File: config.mk
export PLATFORM = sky130hd
export DESIGN_NAME = parity_gen
export DESIGN_NICKNAME = d
export VERILOG_FILES = /design/src/rtl/parity_pkg.sv /design/src/rtl/parity_byte_calc.sv /design/src/rtl/parity_gen.sv
export SDC_FILE = /design/constraint.sdc
export NUM_CORES = 1
export LEC_CHECK = 0
export BUFFER_PORTS_ARGS = -buffer_cell sky130_fd_sc_hd__buf_4
export CELL_PAD_IN_SITES_DETAIL_PLACEMENT = 2
export CELL_PAD_IN_SITES_GLOBAL_PLACEMENT = 2
export CORE_MARGIN = 5
export CORE_UTILIZATION = 25
export CTS_CLUSTER_SIZE = 40
export DETAILED_ROUTE_END_ITERATION = 6
export GPL_ROUTABILITY_DRIVEN = 0
export MAX_ROUTING_LAYER = met4
export PLACE_DENSITY = 0.59
export SLEW_MARGIN = 20
export SYNTH_ARGS = -nofsm -noshare
export SYNTH_HDL_FRONTEND = slang
export SYNTH_HIERARCHICAL = 1
export SYNTH_SLANG_ARGS = --single-unit
File: constraint.sdc
create_clock -name clk -period 4.13 [get_ports clk]
set_input_delay 0.2065 -clock clk [delete_from_list [all_inputs] [get_ports clk]]
set_output_delay 0.2065 -clock clk [all_outputs]
set_load 0.05 [all_outputs]
File: src/rtl/parity_pkg.sv
// -----------------------------------------------------------------------------
// parity_pkg
// Shared constants and helpers for the transmit-side parity generator.
//   PAR_EVEN / PAR_ODD : parity sense selector values
//   FIFO_DEPTH         : number of buffered words between master and link
//   BYTE_W             : bits covered by one parity bit
//   nbytes()           : number of parity bits for a given data width
//   byte_parity()      : parity of one byte under the selected sense
// -----------------------------------------------------------------------------
package parity_pkg;

   localparam logic PAR_EVEN   = 1'b0;
   localparam logic PAR_ODD    = 1'b1;
   localparam int   FIFO_DEPTH = 32'sd2;
   localparam int   BYTE_W     = 32'sd8;

   function automatic int nbytes(input int width);
      return width / BYTE_W;
   endfunction

   // Even sense returns the XOR of the byte; odd sense returns its inverse.
   function automatic logic byte_parity(input logic [7:0] data, input logic odd);
      return (^data) ^ odd;
   endfunction

endpackage

File: src/rtl/parity_byte_calc.sv
// -----------------------------------------------------------------------------
// parity_byte_calc
// Purely combinational parity of one byte.
//   data : byte to protect
//   odd  : 0 = even parity, 1 = odd parity
//   par  : resulting parity bit
// -----------------------------------------------------------------------------
module parity_byte_calc
   import parity_pkg::*;
(
   input  logic [7:0] data,
   input  logic       odd,
   output logic       par
);

   assign par = byte_parity(data, odd);

endmodule

File: src/rtl/parity_gen.sv
// -----------------------------------------------------------------------------
// parity_gen
// Transmit-side parity generator. Words accepted on the input stream get
// per-byte and whole-word parity attached and are forwarded through a
// 2-entry FIFO. chk_en strobes the downstream comparator on every transfer.
//   clk, rst_n          : clock, asynchronous active-low reset
//   in_valid/in_ready   : input handshake (in_ready is registered)
//   in_data             : input word
//   out_valid/out_ready : output handshake
//   out_data            : forwarded word
//   out_par             : per-byte parity, bit i covers byte i
//   out_word_par        : parity over the whole word
//   chk_en              : out_valid & out_ready
// Optional build macro PARITY_GEN_INJECT_EN adds inj_req / inj_mask, a
// one-shot fault-injection arm that corrupts the parity of the next pushed
// word. Without the macro the ports and logic are absent.
// -----------------------------------------------------------------------------
module parity_gen
   import parity_pkg::*;
#(
   parameter int DATA_WIDTH = 32,
   parameter bit ODD        = 1'b0
)(
   input  logic                            clk,
   input  logic                            rst_n,
   input  logic                            in_valid,
   output logic                            in_ready,
   input  logic [DATA_WIDTH-1:0]           in_data,
   output logic                            out_valid,
   input  logic                            out_ready,
   output logic [DATA_WIDTH-1:0]           out_data,
   output logic [nbytes(DATA_WIDTH)-1:0]   out_par,
   output logic                            out_word_par,
   output logic                            chk_en
`ifdef PARITY_GEN_INJECT_EN
   ,
   input  logic                            inj_req,
   input  logic [nbytes(DATA_WIDTH)-1:0]   inj_mask
`endif
);

   localparam int         NB      = nbytes(DATA_WIDTH);
   localparam logic       ODD_BIT = ODD ? PAR_ODD : PAR_EVEN;
   localparam logic [1:0] DEPTH_C = 2'(FIFO_DEPTH);

   // FIFO storage and pointers
   logic [DATA_WIDTH-1:0] mem_data_r [FIFO_DEPTH];
   logic [NB-1:0]         mem_par_r  [FIFO_DEPTH];
   logic                  mem_wpar_r [FIFO_DEPTH];
   logic                  head_r;
   logic                  tail_r;
   logic [1:0]            count_r;

   // Registered outputs
   logic                  in_ready_r;
   logic                  out_valid_r;
   logic [DATA_WIDTH-1:0] out_data_r;
   logic [NB-1:0]         out_par_r;
   logic                  out_word_par_r;

   // Combinational helpers
   logic                  push_s;
   logic                  pop_s;
   logic [1:0]            count_next_s;
   logic [1:0]            remain_s;
   logic                  head_next_s;
   logic [NB-1:0]         byte_par_s;
   logic                  word_par_s;
   logic [NB-1:0]         push_par_s;
   logic                  push_wpar_s;
   logic [DATA_WIDTH-1:0] head_data_s;
   logic [NB-1:0]         head_par_s;
   logic                  head_wpar_s;

   assign push_s = in_valid & in_ready_r;
   assign pop_s  = out_valid_r & out_ready;

   for (genvar i = 0; i < NB; i++) begin : g_byte
      parity_byte_calc u_calc (
         .data (in_data[BYTE_W*i +: BYTE_W]),
         .odd  (ODD_BIT),
         .par  (byte_par_s[i])
      );
   end

   assign word_par_s = (^in_data) ^ ODD_BIT;

`ifdef PARITY_GEN_INJECT_EN
   logic          arm_r;
   logic [NB-1:0] mask_r;
   logic          inj_active_s;
   logic [NB-1:0] inj_mask_s;

   // A request in the same cycle as a push overrides the stored arm/mask.
   always_comb begin
      inj_active_s = arm_r | inj_req;
      if (inj_req) begin
         inj_mask_s = inj_mask;
      end else begin
         inj_mask_s = mask_r;
      end
   end

   // Apply the injection mask to the parity being written.
   always_comb begin
      push_par_s  = byte_par_s;
      push_wpar_s = word_par_s;
      if (inj_active_s) begin
         push_par_s  = byte_par_s ^ inj_mask_s;
         push_wpar_s = word_par_s ^ (^inj_mask_s);
      end else begin
         push_par_s  = byte_par_s;
         push_wpar_s = word_par_s;
      end
   end

   // One-shot arm: set by a request, consumed by the next push.
   always_ff @(posedge clk or negedge rst_n) begin
      if (!rst_n) begin
         arm_r  <= 1'b0;
         mask_r <= {NB{1'b0}};
      end else if (push_s) begin
         arm_r  <= 1'b0;
      end else if (inj_req) begin
         arm_r  <= 1'b1;
         mask_r <= inj_mask;
      end
   end
`else
   assign push_par_s  = byte_par_s;
   assign push_wpar_s = word_par_s;
`endif

   // Next occupancy and head pointer.
   always_comb begin
      count_next_s = count_r;
      case ({push_s, pop_s})
         2'b10:   count_next_s = count_r + 2'd1;
         2'b01:   count_next_s = count_r - 2'd1;
         default: count_next_s = count_r;
      endcase
      head_next_s = head_r;
      if (pop_s) begin
         head_next_s = ~head_r;
      end else begin
         head_next_s = head_r;
      end
   end

   // Entry that will sit at the head after this edge; when the FIFO drains to
   // empty in the same cycle as a push, that is the word being written now.
   always_comb begin
      remain_s    = count_r - {1'b0, pop_s};
      head_data_s = mem_data_r[head_next_s];
      head_par_s  = mem_par_r[head_next_s];
      head_wpar_s = mem_wpar_r[head_next_s];
      if (push_s && (remain_s == 2'd0)) begin
         head_data_s = in_data;
         head_par_s  = push_par_s;
         head_wpar_s = push_wpar_s;
      end else begin
         head_data_s = mem_data_r[head_next_s];
         head_par_s  = mem_par_r[head_next_s];
         head_wpar_s = mem_wpar_r[head_next_s];
      end
   end

   // FIFO storage write on push.
   always_ff @(posedge clk or negedge rst_n) begin
      if (!rst_n) begin
         for (int i = 0; i < FIFO_DEPTH; i++) begin
            mem_data_r[i] <= {DATA_WIDTH{1'b0}};
            mem_par_r[i]  <= {NB{1'b0}};
            mem_wpar_r[i] <= 1'b0;
         end
      end else if (push_s) begin
         mem_data_r[tail_r] <= in_data;
         mem_par_r[tail_r]  <= push_par_s;
         mem_wpar_r[tail_r] <= push_wpar_s;
      end
   end

   // Pointers, occupancy and registered handshake/output stage.
   always_ff @(posedge clk or negedge rst_n) begin
      if (!rst_n) begin
         head_r         <= 1'b0;
         tail_r         <= 1'b0;
         count_r        <= 2'd0;
         in_ready_r     <= 1'b1;
         out_valid_r    <= 1'b0;
         out_data_r     <= {DATA_WIDTH{1'b0}};
         out_par_r      <= {NB{1'b0}};
         out_word_par_r <= 1'b0;
      end else begin
         head_r      <= head_next_s;
         tail_r      <= push_s ? ~tail_r : tail_r;
         count_r     <= count_next_s;
         in_ready_r  <= (count_next_s < DEPTH_C);
         out_valid_r <= (count_next_s != 2'd0);
         // Hold the last popped entry while empty.
         if (count_next_s != 2'd0) begin
            out_data_r     <= head_data_s;
            out_par_r      <= head_par_s;
            out_word_par_r <= head_wpar_s;
         end
      end
   end

   assign in_ready     = in_ready_r;
   assign out_valid    = out_valid_r;
   assign out_data     = out_data_r;
   assign out_par      = out_par_r;
   assign out_word_par = out_word_par_r;
   assign chk_en       = out_valid_r & out_ready;

endmodule

==> results.md, run 1 <==
* Leakage at 3.20 nW
* Remaining Overflow, GRT at 0
* DIE AREA at 25900 sq um
* Critical path startpoint category: register
* Endpoint class of the critical path: register
* Total chip power at 7.10 mW
* Dominant synthesized flop cell: dfrtp_1
* CTS root buf: clkbuf_16
* Setup total negative slack at 0 ns
* Post-synth EDFFs at 0
* Post-DP HPWL at between 10000 and 15000 microns
* Vias in the first global route at 4377
* FF+latch count, synth at around 120
* Adder-Cell Fraction of Synth Area at 0.00220
* Via count at 3812
* H-tree levels at 4
* Slew Limit Headroom at 0.348
* Worst EP arrival at 3.08 ns
* Asr flop ratio synth at 1.00
* Site row count at 55
* Fin. max-slew vios at 0
* PortBufs at 75
* Max-Cap Viols at 0
* RSZ-0062 raised after global routing: false
* Net Sw Power at 2.93 mW
* Post-Synthesis Mean Instance Area at 11.7 sq um
* Residual DRC count at 0
* Yosys Warn Count at 6
* CTS tree: built
* Reg2Reg Depth at 11
* Synth Instances at a little under 500
* Combinational power share at 0.486
* Kind of critical path: reg2reg
* Final wirelength at 15000 microns
* Status: completed
* Core region area at 22500 sq um
* Drt pass-1 iters at 4
* # fillers at 2411
* Fin crit share at 0.681
* Post-CTS repair timing setup buffer count at 0
* Antenna diodes at 0
* Worst R2R End: out_word_par$_DFFE_PN0P_
* Power share of the clock group at 0.218
* Largest family of logic cells by synthesized area: multiplexers
* Post-CTS Resized at 0
* Worst-Margin Slew at 0.976 ns
* Fin. Hold Viols at 0
* Compound-gate portion of the synthesized area at 0.0678
* Clk sinks at 117
* Total GRT Usage at 0.125
* Min Hold Slack at slightly above 0.08 ns
* P&R area growth vs syn at 26.4%
* Worst Hold Launch: in_data[16]
* Clk slew on worst S/H paths at 0.06 ns
* Post-Synth XOR/XNOR Area at 0.114
* Worst hold stages at 2
* Pwr Density at 988 nW/um^2
* Final Skew at about 0.0074 ns
* Setup violators final at 0
* Minimum clock period at approximately 2.8 ns
* Vert. Die Dim at roughly 160 microns
* Placed inst area at 6560 sq um
* Simple-Gate Fraction of Synth Area at 0.0572
* Initial DRC count at 132
* Max Clk Rate at between 300 and 400 MHz
* Drt via density at around 4.4
* Drt wl/cell at 17.4 microns
* Synth unique cells at 28
* Die Wd at 161 microns
* Seq pwr share at 0.296
* FF-to-FF Start: out_valid$_DFF_PN0_
* I/O pin count at 76
* Initial Util at 0.253
* R2r setup slk at 1.32 ns
* WP data required at 4.40 ns
* Share of cells above drive strength 1 at 0.340
* Endpoint, Worst Hold: mem_data_r[16]$_DFFE_PN0P_
* Utilization after layout at 0.319
* IR drop worst, VDD at 352 uV
* Crit-path max FO at 25
* Clock Path Buffers at 2
* Clock latency on the worst-skew pair at 0.42 ns
* Largest net degree at the start of global routing at 55
* Register area share after synthesis at 0.515
* Total CTS buffers at 17
* Post-synthesis mux area share at 0.208
* Nets at 600
* Synth Cell Area at 5680 sq um
* Sw Share at 0.412
* Power Internal at 4.17 mW
* Final ANT Viol Nets at 0
* First-pass GRT wire length at 24400 microns
* Hold Crit Class: in2reg
* Post-route cell area at slightly above 7000 sq um
* Antenna violations before repair at 0
-- power by group through the flow --
stage	Sequential (mW)	Clock (mW)	Combinational (mW)
floorplan	2.67	0	2.06
global placement	2.08	0	3.41
detailed placement	2.13	0	3.53
CTS	2.12	1.60	3.55
global route	2.18	1.64	3.80
finish	2.10	1.55	3.45
-- routing by layer --
metal / part of all wire / GRT usage
met3: 0.024 / 0.0305
met2: 0.53 / 0.212
met5: 0 / -
met1: 0.44 / 0.147
met4: 0.012 / 0.0372
-- area by class of cell --
| cell class | count | area [sq um] | area share |
|---|---|---|---|
| flip-flops and latches | 117 | 2930 | 0.408 |
| multi-input cells | 338 | 2600 | 0.362 |
| repair buffers | 85 | 666 | 0.0926 |
| clock buffers | 24 | 502 | 0.0698 |
| well taps | 285 | 357 | 0.0496 |
| clock inverters | 8 | 120 | 0.0167 |
| inverters | 4 | 15.0 | 0.00209 |
-- logic make-up (layout without fill, tap and decap cells) --
group	after synthesis	in the layout
fa+ha+maj	1	1
flops	117	117
other cells	1	4
simple gates	84	84
mux	109	109
compound gates	76	76
xor+xnor	64	64
buf+inv	32	121
-- synth_stat cells (5+ instances only) --
cell	number	area [sq um]
nor2_1	37	139
buf_2	11	55.1
clkbuf_1	5	18.8
xnor2_1	47	412
o21ai_0	14	70.1
a21oi_1	36	180
mux2i_1	37	370
xor2_1	9	78.8
o21ai_1	24	120
nand2_1	42	158
mux2_2	72	811
dfrtp_1	116	2900
buf_6	7	78.8
-- placed cells by master, fill, tap and decap left out, drive strengths merged --
master	synthesis	routed
clkinvlp	0	2
nor2	38	38
nand3	1	1
a31oi	1	1
dfrtp	116	116
nor2b	1	1
nor3	1	1
conb	1	4
inv	4	4
or2	1	1
xnor2	51	51
xnor3	4	4
a211o	1	1
a21oi	36	36
ha	1	1
clkinv	0	3
mux2	72	72
dfstp	1	1
o21ai	38	38
buf	23	84
mux2i	37	37
nand2	42	42
xor2	9	9
dlygate4sd3	0	1
bufinv	0	3
clkbuf	5	24
-- worst max path at each step --
stage / cells past startpoint / from / endpoint
2_1_floorplan: 11 / out_valid$_DFF_PN0_ / out_par[0]$_DFFE_PN0P_
3_3_place_gp: 10 / out_valid$_DFF_PN0_ / out_word_par$_DFFE_PN0P_
3_5_place_dp: 11 / out_valid$_DFF_PN0_ / out_word_par$_DFFE_PN0P_
4_1_cts: 11 / out_valid$_DFF_PN0_ / out_word_par$_DFFE_PN0P_
5_1_grt: 11 / out_valid$_DFF_PN0_ / out_word_par$_DFFE_PN0P_
6_report: 11 / out_valid$_DFF_PN0_ / out_word_par$_DFFE_PN0P_
-- stage by stage --
step	setup slack, ns	instances
6_report	1.32	861
5_1_grt	1.08	861
4_1_cts	1.27	861
3_5_place_dp	1.30	828
3_3_place_gp	1.53	827
2_1_floorplan	1.69	487
-- sequential cells by signal, summed over array words and instances (netlist names), 2 cells and up --
name / count
mem_par_r: 8
mem_wpar_r: 2
count_r: 2
out_par: 4
out_data: 32
mem_data_r: 64
-- worst max-delay path: stages, from the launching register on --
cell and delay [ns]:
dfrtp_1 0.39, nand2_1 0.21, inv_1 0.11, ha_1 0.22
xnor2_1 0.20, nor2_1 0.08, xnor2_1 0.21, inv_1 0.12
nor2_4 0.46, buf_4 0.39, mux2i_1 0.21, a31oi_1 0.05
-- what timing repair did --
item | CTS | global route
hold buffers | 1 | 0
hold endpoints to repair | 32 | 0
endpoints found under the setup margin | 0 | 0
Note: power is estimated with default switching activity, not from simulation.
==> run 2: changes to the inputs <==
--- a/config.mk
+++ b/config.mk
@@ -14,7 +14,7 @@
 export DETAILED_ROUTE_END_ITERATION = 6
 export GPL_ROUTABILITY_DRIVEN = 0
 export MAX_ROUTING_LAYER = met4
-export PLACE_DENSITY = 0.59
+export PLACE_DENSITY = 0.61
 export SLEW_MARGIN = 20
 export SYNTH_ARGS = -nofsm -noshare
 export SYNTH_HDL_FRONTEND = slang
==> constraint.sdc (replaced) <==
create_clock -name clk -period 2.53 [get_ports clk]
set_input_delay 0.1265 -clock clk [delete_from_list [all_inputs] [get_ports clk]]
set_output_delay 0.1265 -clock clk [all_outputs]
set_load 0.05 [all_outputs]
==> run 2 against run 1 <==
  * Routed wire length fell by 1.7%
  * Core utilization rose by 0.65 points
  * Sequential power rose by 63%
  * Register-to-register slack got worse by 1.0 ns
  * Clock power rose by 45%
  * Hold slack got worse by 0.060 ns
  * Critical path depth fell by 2
  * First-iteration DRC count fell by 40%
  * Cell count rose by 2.2%
  * Sequential share of layout area fell by 0.81 points
  * Critical path type unchanged
  * Largest cell class unchanged
  * Highest routed layer unchanged
==> results.md, run 2 (synthesis results as in run 1) <==
* Leakage at 3.26 nW (+1.9%)
* Post-CTS repair timing setup buffer count at 0 (unchanged)
* Worst Hold Launch: in_data[29]
* Clock latency on the worst-skew pair at 0.42 ns (about the same)
* Via count at 3913 (+2.6%)
* Most used cell, CP: xnor2_1
* Register name with the most flops: mem_data_r
* Clock Path Buffers at 2 (unchanged)
* Site row count at 55 (unchanged)
* Area of the multi-input gates at 2600 sq um (about the same)
* Pwr Density at 1550 nW/um^2 (+57%)
* I/O pin count at 76 (unchanged)
* Drt wl/cell at 16.8 microns (-3.8%)
* Endpoint, Worst Hold: mem_data_r[61]$_DFFE_PN0P_
* Final ANT Viol Nets at 0 (unchanged)
* Worst path cell trace: nand2_1 > ha_1 > xnor2_1 > nor2_1 > xnor2_1 > inv_1 > nor2_4 > buf_4 > o21ai_0
* Slew Limit Headroom at 0.559 (+0.211)
* Setup violators final at 0 (unchanged)
* FF-to-FF Start: in_ready$_DFF_PN1_
* # fillers at 2364 (-1.9%)
* WP data required at 2.81 ns (-1.59 ns)
* Fin. max-slew vios at 0 (unchanged)
* CTS root buf: clkbuf_16
* Core region area at 22500 sq um (unchanged)
* Wl on met1 at 6350 microns (-3.6%)
* Largest net degree at the start of global routing at 118 (+110%)
* Residual DRC count at 0 (unchanged)
* Sequential Area at 2930 sq um (unchanged)
* Setup total negative slack at 0 ns (unchanged)
* Worst EP arrival at 2.51 ns (-0.57 ns)
* IR drop worst, VDD at 544 uV (+54%)
* Worst R2R End: out_data[5]$_DFFE_PN0P_
* Endpoint class of the critical path: register
* Final wirelength at 14800 microns (-1.7%)
* P&R area growth vs syn at 29.0%
* Reg2Reg Depth at 9 (-2)
* Remaining Overflow, GRT at 0 (unchanged)
* Largest register FFs at 64 (unchanged)
* Status: completed
* CTS tree: built
* Nets at 619 (+3.2%)
* PortBufs at 75 (unchanged)
* Initial Util at 0.253 (unchanged)
* Commonest cells after routing, fill and taps aside: 116 x dfrtp_1, 78 x buf_4, 72 x mux2_2, 47 x xnor2_1, 42 x nand2_1
* Vias in the first global route at 4552 (+4.0%)
* Drt via density at 4.45 (+0.43%)
* First-pass GRT wire length at 24800 microns (+1.4%)
* Clk sinks at 117 (unchanged)
* Share of cells above drive strength 1 at 0.324 (-0.0159)
* Max Clk Rate at 449 MHz (+26%)
* Worst hold stages at 2 (unchanged)
* Placed Cells incl. Taps at 826 (-0.24%)
* Kind of critical path: reg2reg
* Met2 WL at 7850 microns (-0.39%)
* Total GRT Usage at 0.125 (+0.000321)
* Drt pass-1 iters at 3 (-1)
* Critical path startpoint category: register
* Fin crit share at 0.879 (+0.198)
* Worst-Margin Slew at 0.661 ns (-0.315 ns)
* Hold Crit Class: in2reg
* CP max stage delay at 0.56 ns (+0.10 ns)
* Crit-path max FO at 24 (-4.0%)
* Die Wd at 161 microns (unchanged)
* Vert. Die Dim at 161 microns (unchanged)
* Total CTS buffers at 17 (unchanged)
* Fin. Hold Viols at 0 (unchanged)
* RSZ-0062 raised after global routing: false
* Max-Cap Viols at 0 (unchanged)
* Post-DP HPWL at 9650 microns (-5.1%)
* Minimum clock period at 2.22 ns (-0.588 ns)
* Antenna violations before repair at 0 (unchanged)
* Antenna diodes at 0 (unchanged)
* Metal3 WL at 440 microns (+23%)
* Final Skew at 0.0115 ns (+0.00411 ns)
* H-tree levels at 4 (unchanged)
* R2r setup slk at 0.31 ns (-1.01 ns)
* Finished Layout Cells at 880 (+2.2%)
* Initial DRC count at 79 (-40%)
* Clk slew on worst S/H paths at 0.06 ns (about the same)
* Commonest non-fill, non-tap cell in the layout: dfrtp_1
* Slowest CP cell: dfstp_2
* DIE AREA at 25900 sq um (unchanged)
* Max Used Layer: met4
==> run 2: routing by layer <==
metal,track usage,vias to the layer above
li1,-,1841
met1,0.142,2008
met2,0.219,55
met3,0.0346,9
met4,0.0326,0
met5,-,-
==> run 2: timing repair <==
item | 4_1_cts | 5_1_grt
hold endpoints to repair | 152 | 1
gates resized for setup | 0 | 0
hold buffers | 21 | 1
==> run 2: area by class of cell <==
type	instances	share of cell area
Sequential cell	117	0.399
Multi-Input combinational cell	338	0.355
Timing Repair Buffer	104	0.121
Clock buffer	22	0.0633
Tap cell	285	0.0486
Clock inverter	10	0.0111
Inverter	4	0.00205
==> run 2: metrics by stage <==
step / total power [mW] / instance area, sq um / setup WS (ns) / hold WS, ns / utilization
2_1_floorplan: 7.73 / 5700 / 0.0915 / -0.169 / -
3_3_place_gp: 8.95 / 6570 / 0.424 / 0.278 / 0.292
3_5_place_dp: 9.26 / 6570 / 0.291 / 0.288 / 0.292
4_1_cts: 11.6 / 7320 / 0.245 / 0.000228 / 0.325
5_1_grt: 12.2 / 7330 / 0.0342 / 0.00135 / 0.326
6_report: 11.4 / 7330 / 0.305 / 0.0225 / 0.326
==> run 2: how the worst max path moves through the flow <==
stage,start,endpoint,slack [ns],cells past startpoint
floorplan,out_valid$_DFF_PN0_,out_par[0]$_DFFE_PN0P_,0.09,11
global placement,in_ready$_DFF_PN1_,out_data[8]$_DFFE_PN0P_,0.42,8
detailed placement,out_valid$_DFF_PN0_,out_data[5]$_DFFE_PN0P_,0.29,10
CTS,out_valid$_DFF_PN0_,out_data[5]$_DFFE_PN0P_,0.24,10
global route,out_valid$_DFF_PN0_,out_data[5]$_DFFE_PN0P_,0.03,10
finish,in_ready$_DFF_PN1_,out_data[5]$_DFFE_PN0P_,0.31,9
==> run 2: where the power goes <==
group	switching, mW	leakage, nW	internal (mW)
clock	0.851	0.273	1.39
sequential	0.527	1.40	2.90
combinational	3.39	1.59	2.30
total	4.77	3.26	6.59
==> run 2: worst max-delay path, delay by kind of cell (launching register included) <==
kind | cells | cell delay [ns]
fa+ha+maj | 1 | 0.22
xor+xnor | 2 | 0.36
simple gates | 3 | 0.38
flops | 1 | 0.56
compound gates | 1 | 0.14
buf+inv | 2 | 0.41
